File: src/rtl/prog_sequencer.sv
// Fetch-control sequencer: Start/Ack program handshake, relative/absolute jumps,
// Zero-flag branches and a bounded call/return stack feeding InstROM.
module prog_sequencer #(
    parameter int PC_W    = 10,
    parameter int OFF_W   = 9,
    parameter int STACK_D = 4,
    parameter int CNT_W   = 16
) (
    input  logic               Clk,
    input  logic               Reset,
    input  logic               Start,
    input  logic               Done,
    input  logic               JmpEq,
    input  logic               JmpNe,
    input  logic               Jmp,
    input  logic               Call,
    input  logic               Ret,
    input  logic               Zero,
    input  logic               OffsetEn,
    input  logic [OFF_W-1:0]   Offset,
    input  logic [PC_W-1:0]    Target,
    output logic [PC_W-1:0]    ProgCtr,
    output logic               Ack,
    output logic               Busy,
    output logic               StackErr,
    output logic [CNT_W-1:0]   CycleCt
);

    localparam int SP_W  = $clog2(STACK_D + 1);
    localparam int IDX_W = (STACK_D > 1) ? $clog2(STACK_D) : 1;

    typedef enum logic [1:0] {
        IDLE = 2'd0,
        RUN  = 2'd1,
        HALT = 2'd2
    } state_t;

    state_t              r_state;
    logic [PC_W-1:0]     r_pc;
    logic [PC_W-1:0]     r_stack [STACK_D];
    logic [SP_W-1:0]     r_sp;
    logic [CNT_W-1:0]    r_cycle;
    logic                r_ack;
    logic                r_busy;
    logic                r_err;

    logic [PC_W-1:0]     w_pcInc;
    logic [PC_W-1:0]     w_offExt;
    logic [PC_W-1:0]     w_target;
    logic                w_taken;
    logic                w_stackEmpty;
    logic                w_stackFull;

    // PC arithmetic is modulo 2**PC_W; the sized cast sign-extends or truncates Offset.
    assign w_pcInc      = r_pc + PC_W'(1);
    assign w_offExt     = PC_W'($signed(Offset));
    assign w_target     = OffsetEn ? (r_pc + w_offExt) : Target;
    assign w_taken      = (JmpEq & Zero) | (JmpNe & ~Zero) | Jmp;
    assign w_stackEmpty = (r_sp == '0);
    assign w_stackFull  = (r_sp == SP_W'(STACK_D));

    // Start restarts from any state; within RUN, Done beats Ret beats Call beats branch.
    always_ff @(posedge Clk) begin
        if (Reset) begin
            r_state <= IDLE;
            r_pc    <= '0;
            r_sp    <= '0;
            r_cycle <= '0;
            r_ack   <= 1'b0;
            r_busy  <= 1'b0;
            r_err   <= 1'b0;
        end else if (Start) begin
            r_state <= RUN;
            r_pc    <= '0;
            r_sp    <= '0;
            r_cycle <= '0;
            r_ack   <= 1'b0;
            r_busy  <= 1'b1;
            r_err   <= 1'b0;
        end else if (r_state == RUN) begin
            if (r_cycle != '1) begin
                r_cycle <= r_cycle + CNT_W'(1);
            end
            if (Done) begin
                r_state <= HALT;
                r_ack   <= 1'b1;
                r_busy  <= 1'b0;
            end else if (Ret) begin
                if (w_stackEmpty) begin
                    r_pc  <= w_pcInc;
                    r_err <= 1'b1;
                end else begin
                    r_pc <= r_stack[IDX_W'(r_sp - SP_W'(1))];
                    r_sp <= r_sp - SP_W'(1);
                end
            end else if (Call) begin
                // A full stack drops the push but the jump is still taken.
                if (w_stackFull) begin
                    r_err <= 1'b1;
                end else begin
                    r_stack[IDX_W'(r_sp)] <= w_pcInc;
                    r_sp                  <= r_sp + SP_W'(1);
                end
                r_pc <= w_target;
            end else if (w_taken) begin
                r_pc <= w_target;
            end else begin
                r_pc <= w_pcInc;
            end
        end
    end

    assign ProgCtr  = r_pc;
    assign Ack      = r_ack;
    assign Busy     = r_busy;
    assign StackErr = r_err;
    assign CycleCt  = r_cycle;

endmodule

File: config.mk
export PLATFORM = sky130hd
export DESIGN_NAME = prog_sequencer
export DESIGN_NICKNAME = d
export VERILOG_FILES = /design/src/rtl/prog_sequencer.sv
export SDC_FILE = /design/constraint.sdc
export NUM_CORES = 1
export LEC_CHECK = 0
export ABC_AREA = 1
export ABC_CLOCK_PERIOD_IN_PS = 2170
export CORE_MARGIN = 2
export CORE_UTILIZATION = 50
export DETAILED_ROUTE_END_ITERATION = 16
export GPL_TIMING_DRIVEN = 0
export PLACE_DENSITY = 0.87
export REMOVE_ABC_BUFFERS = 1
export SETUP_SLACK_MARGIN = 0.1
export SYNTH_ARGS = -nofsm -noshare
export SYNTH_HDL_FRONTEND = slang
export SYNTH_SLANG_ARGS = --single-unit
File: constraint.sdc
create_clock -name Clk -period 2.17 [get_ports Clk]
set_clock_uncertainty 0.15 [all_clocks]
set_input_delay 0.434 -clock Clk [delete_from_list [all_inputs] [get_ports Clk]]
set_output_delay 0.434 -clock Clk [all_outputs]
set_load 0.01 [all_outputs]
; Yosys cells after proc, flatten, opt, wreduce, memory -nomap -nowiden
; Memories as Yosys holds them, arrays and structs flattened.
; Index checks and enable logic that the tools add are counted.
[totals]
regBits = 33
ram_bits = 40
inputBits = 30
out_inout_bits = 29
elab_cells = 64
n_memories = 1
[classes]
add_sub_neg = 5
n_eq_ne = 6
n_mux = 27
bitwise_logic = 6
n_reduce_logical = 12
[memory_table]
columns = name, depth, word_bits, rd, rd_ports_with_merged_regs, write_ports, line_no
row1 = r_stack, 4, 10, 1, 0, 1, 40  ; logic [PC_W-1:0] r_stack [STACK_D];
[ops]
columns = cell, count
row1 = 2-to-1 mux 10 bit, 5
row2 = 2-to-1 mux 1 bit, 18
row3 = adder 16 x 1 -> 16 bit (second input constant), 1
row4 = != test 16 bit (second input constant), 1
row5 = 2-to-1 mux 3 bit, 4
row6 = adder 10 x 1 -> 10 bit (second input constant), 1
row7 = adder 10 bit, 1
row8 = AND reduction 5 bit, 2
row9 = AND reduction 2 bit, 4
row10 = nonzero test 2 bit, 4
row11 = != test 2 bit (second input constant), 2
row12 = adder 3 x 1 -> 3 bit (second input constant), 1
row13 = equality test 3 bit (second input constant), 1
row14 = logical NOT 3 bit, 1
row15 = subtractor 3 x 1 -> 3 bit (second input constant), 1
row16 = bitwise AND 1 bit, 2
row17 = equality test 2 x 1 -> 1 bit (second input constant), 1
row18 = != test 2 x 1 -> 1 bit (second input constant), 1
row19 = inverter 1 bit, 2
row20 = bitwise OR 1 bit, 2
row21 = OR reduction 2 bit, 1

; Depth between registers and ports, before layout
; Gate-level depths: netlist (run 1).
[logic_depth]
depth_word = 9
mapped_depth = 13
depth_no_buf = 12

; Worst setup path before layout (run 1)
; Ideal clock, no wire load.
[synth_timing]
kind = register to register
startpoint = register r_state[0]
endpoint = memory r_stack[1][0], enable pin
setup_time_ns = 0.376
arrival_ns = 1.506
required_ns = 1.644
setup_slack_ns = 0.138
stages_incl_launch_ff = 8
n_path_buf = 1
path_cell_list = dfxtp_1 > nand2_1 > nor2_1 > buf_4 > inv_1 > nor3_1 > nand3_1 > nor2_1
[synth_via]
elab_chain_cells = 5
[synth_rtl]
columns = element, line_no
row1 = from (decl), 38  ; state_t r_state;
row2 = from (signal assigned), 65  ; r_state <= IDLE;
row3 = from (signal assigned), 73  ; r_state <= RUN;
row4 = from (signal assigned), 85  ; r_state <= HALT;
row5 = equality test 2 x 1 -> 1 bit, 80  ; end else if (r_state == RUN) begin
row6 = 2-to-1 mux 1 bit, 80
row7 = 2-to-1 mux 1 bit, 72  ; end else if (Start) begin
row8 = 2-to-1 mux 1 bit, 64  ; if (Reset) begin
row9 = 2-to-1 mux 1 bit (not written as such), 101  ; r_stack[IDX_W'(r_sp)] <= w_pcInc;
row10 = to (decl), 40
; Every way passes these cells.

; Final worst setup path (run 1)
[layout_timing]
startpoint = register r_pc[2] (netlist: ProgCtr[2])
endpoint = output ProgCtr[2]
[layout_lines]
columns = element, line_no
row1 = from (decl), 39  ; logic [PC_W-1:0] r_pc;
row2 = from (signal assigned), 90  ; r_pc <= w_pcInc;
row3 = from (signal assigned), 93  ; r_pc <= r_stack[IDX_W'(r_sp - SP_W'(1))];
row4 = from (signal assigned), 104  ; r_pc <= w_target;
row5 = to (decl), 22  ; output logic [PC_W-1:0] ProgCtr,
; No word-level cell between the ends.

==> results of run 1 <==
## power groups by stage
| stage | logic (mW) | registers, mW | clock network [mW] |
|---|---|---|---|
| after global routing | 0.396 | 1.46 | 1.25 |
| after floorplan | 0.178 | 1.49 | 0 |
| after detailed placement | 0.316 | 1.49 | 0 |
| after CTS | 0.348 | 1.46 | 1.19 |
| after global placement | 0.306 | 1.49 | 0 |
| final | 0.363 | 1.46 | 1.19 |
## through the flow
step	power (mW)	utilization, %	setup WS (ns)	area (um^2)
after CTS	2.997	65.51	0.1105	5329
after detailed placement	1.805	58.93	-2.117	4793
after floorplan	1.667	-	-0.4800	4081
after global placement	1.795	58.93	-1.977	4793
after global routing	3.101	66.37	0.04652	5399
final	3.009	66.37	0.1274	5399
## logic make-up (layout without fill, tap and decap cells)
kind of cell    count (synthesis)  count (layout)
xor+xnor                       13              13
simple gates                  237             239
fa+ha+maj                      17              17
mux                             1               1
buf+inv                        82             164
compound gates                105             105
flops                          72              72
## per-layer routing
layer  part of all wire (%)  GRT usage, %
met5                      0             0
met3                    6.6         5.850
met1                     39         29.53
met2                     51         48.12
met4                    3.6         10.51
## registers in the layout (all words and copies together), names as in the netlist
register / flops
r_sp: 3
r_stack: 40
r_state: 1
CycleCt: 16
StackErr: 1
Ack: 1
ProgCtr: 10
## layout make-up
class,count,area (um^2),area share (%)
multi-input combinational,375,2140,39.63
inverter,66,262.8,4.867
tap,105,131.4,2.433
timing repair buffer,81,782.0,14.48
clock buffer,13,182.7,3.384
sequential,72,1851,34.28
clock inverter,3,45.04,0.8343
timing repair inverter,1,5.005,0.09270
## placed cells by master (no fill, tap or decap), types with 2 or more instances in the layout
cell type and n:
o21ai_1 5, clkdlybuf4s50_1 52, nand3_2 7, clkinvlp_4 3
nor2_2 5, o21ai_2 2, nand4_1 9, nand3b_1 2
nand3_1 31, o21a_1 2, nor3_4 2, clkbuf_8 9
a21oi_2 6, ha_1 13, nor2_1 45, edfxtp_1 40
xor2_1 10, dfxtp_1 29, nand2_2 9, clkbuf_16 2
inv_4 2, o21ai_0 35, inv_1 60, buf_4 21
dlygate4sd2_1 3, buf_12 2, o211ai_1 4, nor3_1 6
dlymetal6s2s_1 3, a21oi_1 39, nand2_1 112, nor2_4 7
xnor2_1 3, ha_4 2, o22ai_1 7, dfxtp_4 2
## worst paths after layout
check              from            end  slack (ns)
max          ProgCtr[2]     ProgCtr[2]        0.13
min            StackErr       StackErr        0.32
max reg2reg         Ack  r_stack[0][7]        0.22
min reg2reg    StackErr       StackErr        0.32
## what timing repair did
| action | CTS | global route |
|---|---|---|
| buffers inserted | 21 | 2 |
| pin swaps | 12 | 7 |
| gates resized for setup | 33 | 14 |
| cloned | 3 | 0 |
| endpoints found under the setup margin | 70 | 57 |
==> out/results.tsv, run 1 <==
metric	value	unit
portBuffers	58	
synth-simple-area-share	25.41	%
clock-root-buffer	clkbuf_8	
fin_crit	2.043	ns
synthCells	527	
synth_top_family_by_area	simple AND/OR/NAND/NOR gates	
crit_arrival	1.46	ns
vias	3992	
synth_most_common_cell	nand2_1	
hold_path_class	register to register	
path_class	register to output port	
wl_per_cell	15.99	um
drtIter0Drc	342	
critPathBufInv	1	
start_util	51.22	%
cpPeakStageDelay	0.60	ns
fin_nets	653	
cts.sinks	72	
area_growth	29.58	%
rsz0062_at_grt	true	
grt_pass1_wl	18.17	mm
synth-edff-count	40	
grt_pass1_vias	3866	
drv_cap	0	
dpl.hpwl	7.553	mm
final_cells	716	
std_cell_rows	33	
power_switching	740.4	uW
nFillCells	602	
p_sw_share	24.61	%
synth.avg_cell_area	7.906	um^2
slew_violations	0	
postRouteAntennaNets	0	
hold_ws	0.3242	ns
grt_util_all_layers	26.33	%
drt_wl_total	11.45	mm
yosys.area.top_type	edfxtp_1	
worst_setup_path_start_kind	register	
yosysSeqAreaShare	44.20	%
grt_start_max_net_pins	18	
crit_family	buffers and inverters	
cts_tree	done	
netlist-cell-type-count	41	
core_region_area	0.008134	mm^2
clock_latency	0.35	ns
ys_top_cells_by_count	nand2_1, inv_1, nor2_1	
fmax	0.4896	GHz
clockBufferDepth	2	
io_pins	59	
gr-total-overflow	0	
hold_violations	0	
clkPwrFrac	39.6	%
placed_cells	674	
end_kind	output port	
synth.cell_area	0.004166	mm^2
min_delay_path_depth	2	
cts-hold-fix-buffers	0	
cts_made_buffers	9	
power_frac_comb	12.1	%
htree_levels	3	
yosys.area_share.xor_xnor	2.733	%
internal-power	2.268	mW
min_period_over_period	94.13	%
antenna_found_initial	0	
fp.dieH	95.29	um
finalSetupTns	0	ns
max-vdd-ir-drop	0.0003558	V
synth_top_area_share	28.83	%
crit_required	1.59	ns
drc_errors	0	
yosys-mux-area-fraction	0.2402	%
synthFlopType	edfxtp_1	
p_seq_share	48.4	%
ys_warn_count	0	
synth.area.top_cells	edfxtp_1, dfxtp_1, nand2_1	
synth-seq-cells	72	
cp_slowest_cell	clkdlybuf4s50_1	
cp.depth	1	
antenna_cells	0	
p_per_area	557.3	mW/mm^2
setup_violations	0	
worstPathMaxFanout	7	
status	finished clean	
reg2regPathDepth	8	
p_leak	2.136	nW
worst_pin_slew	0.5446	ns
dr.pass1.iters	5	
ys_async_sr_fraction	0	%
synth_adder_area_share	5.285	%
cp_cell_sequence	clkdlybuf4s50_1	
clk_pin_slew	0.08	ns
die_x	95.29	um
die-area	0.009079	mm^2
slew_headroom	63.66	%
synth_compound_area_share	14.08	%
via_per_inst	5.575	
drive_gt1_share	15.38	%
gp_congestion	0.8977	
Note: power is estimated with default switching activity, not from simulation.
==> run 2: changes to the inputs <==
- CTS_CLUSTER_DIAMETER: not set -> 200
==> results of run 2 <==
Final layout, timing and power as in run 1 (identical DEF).
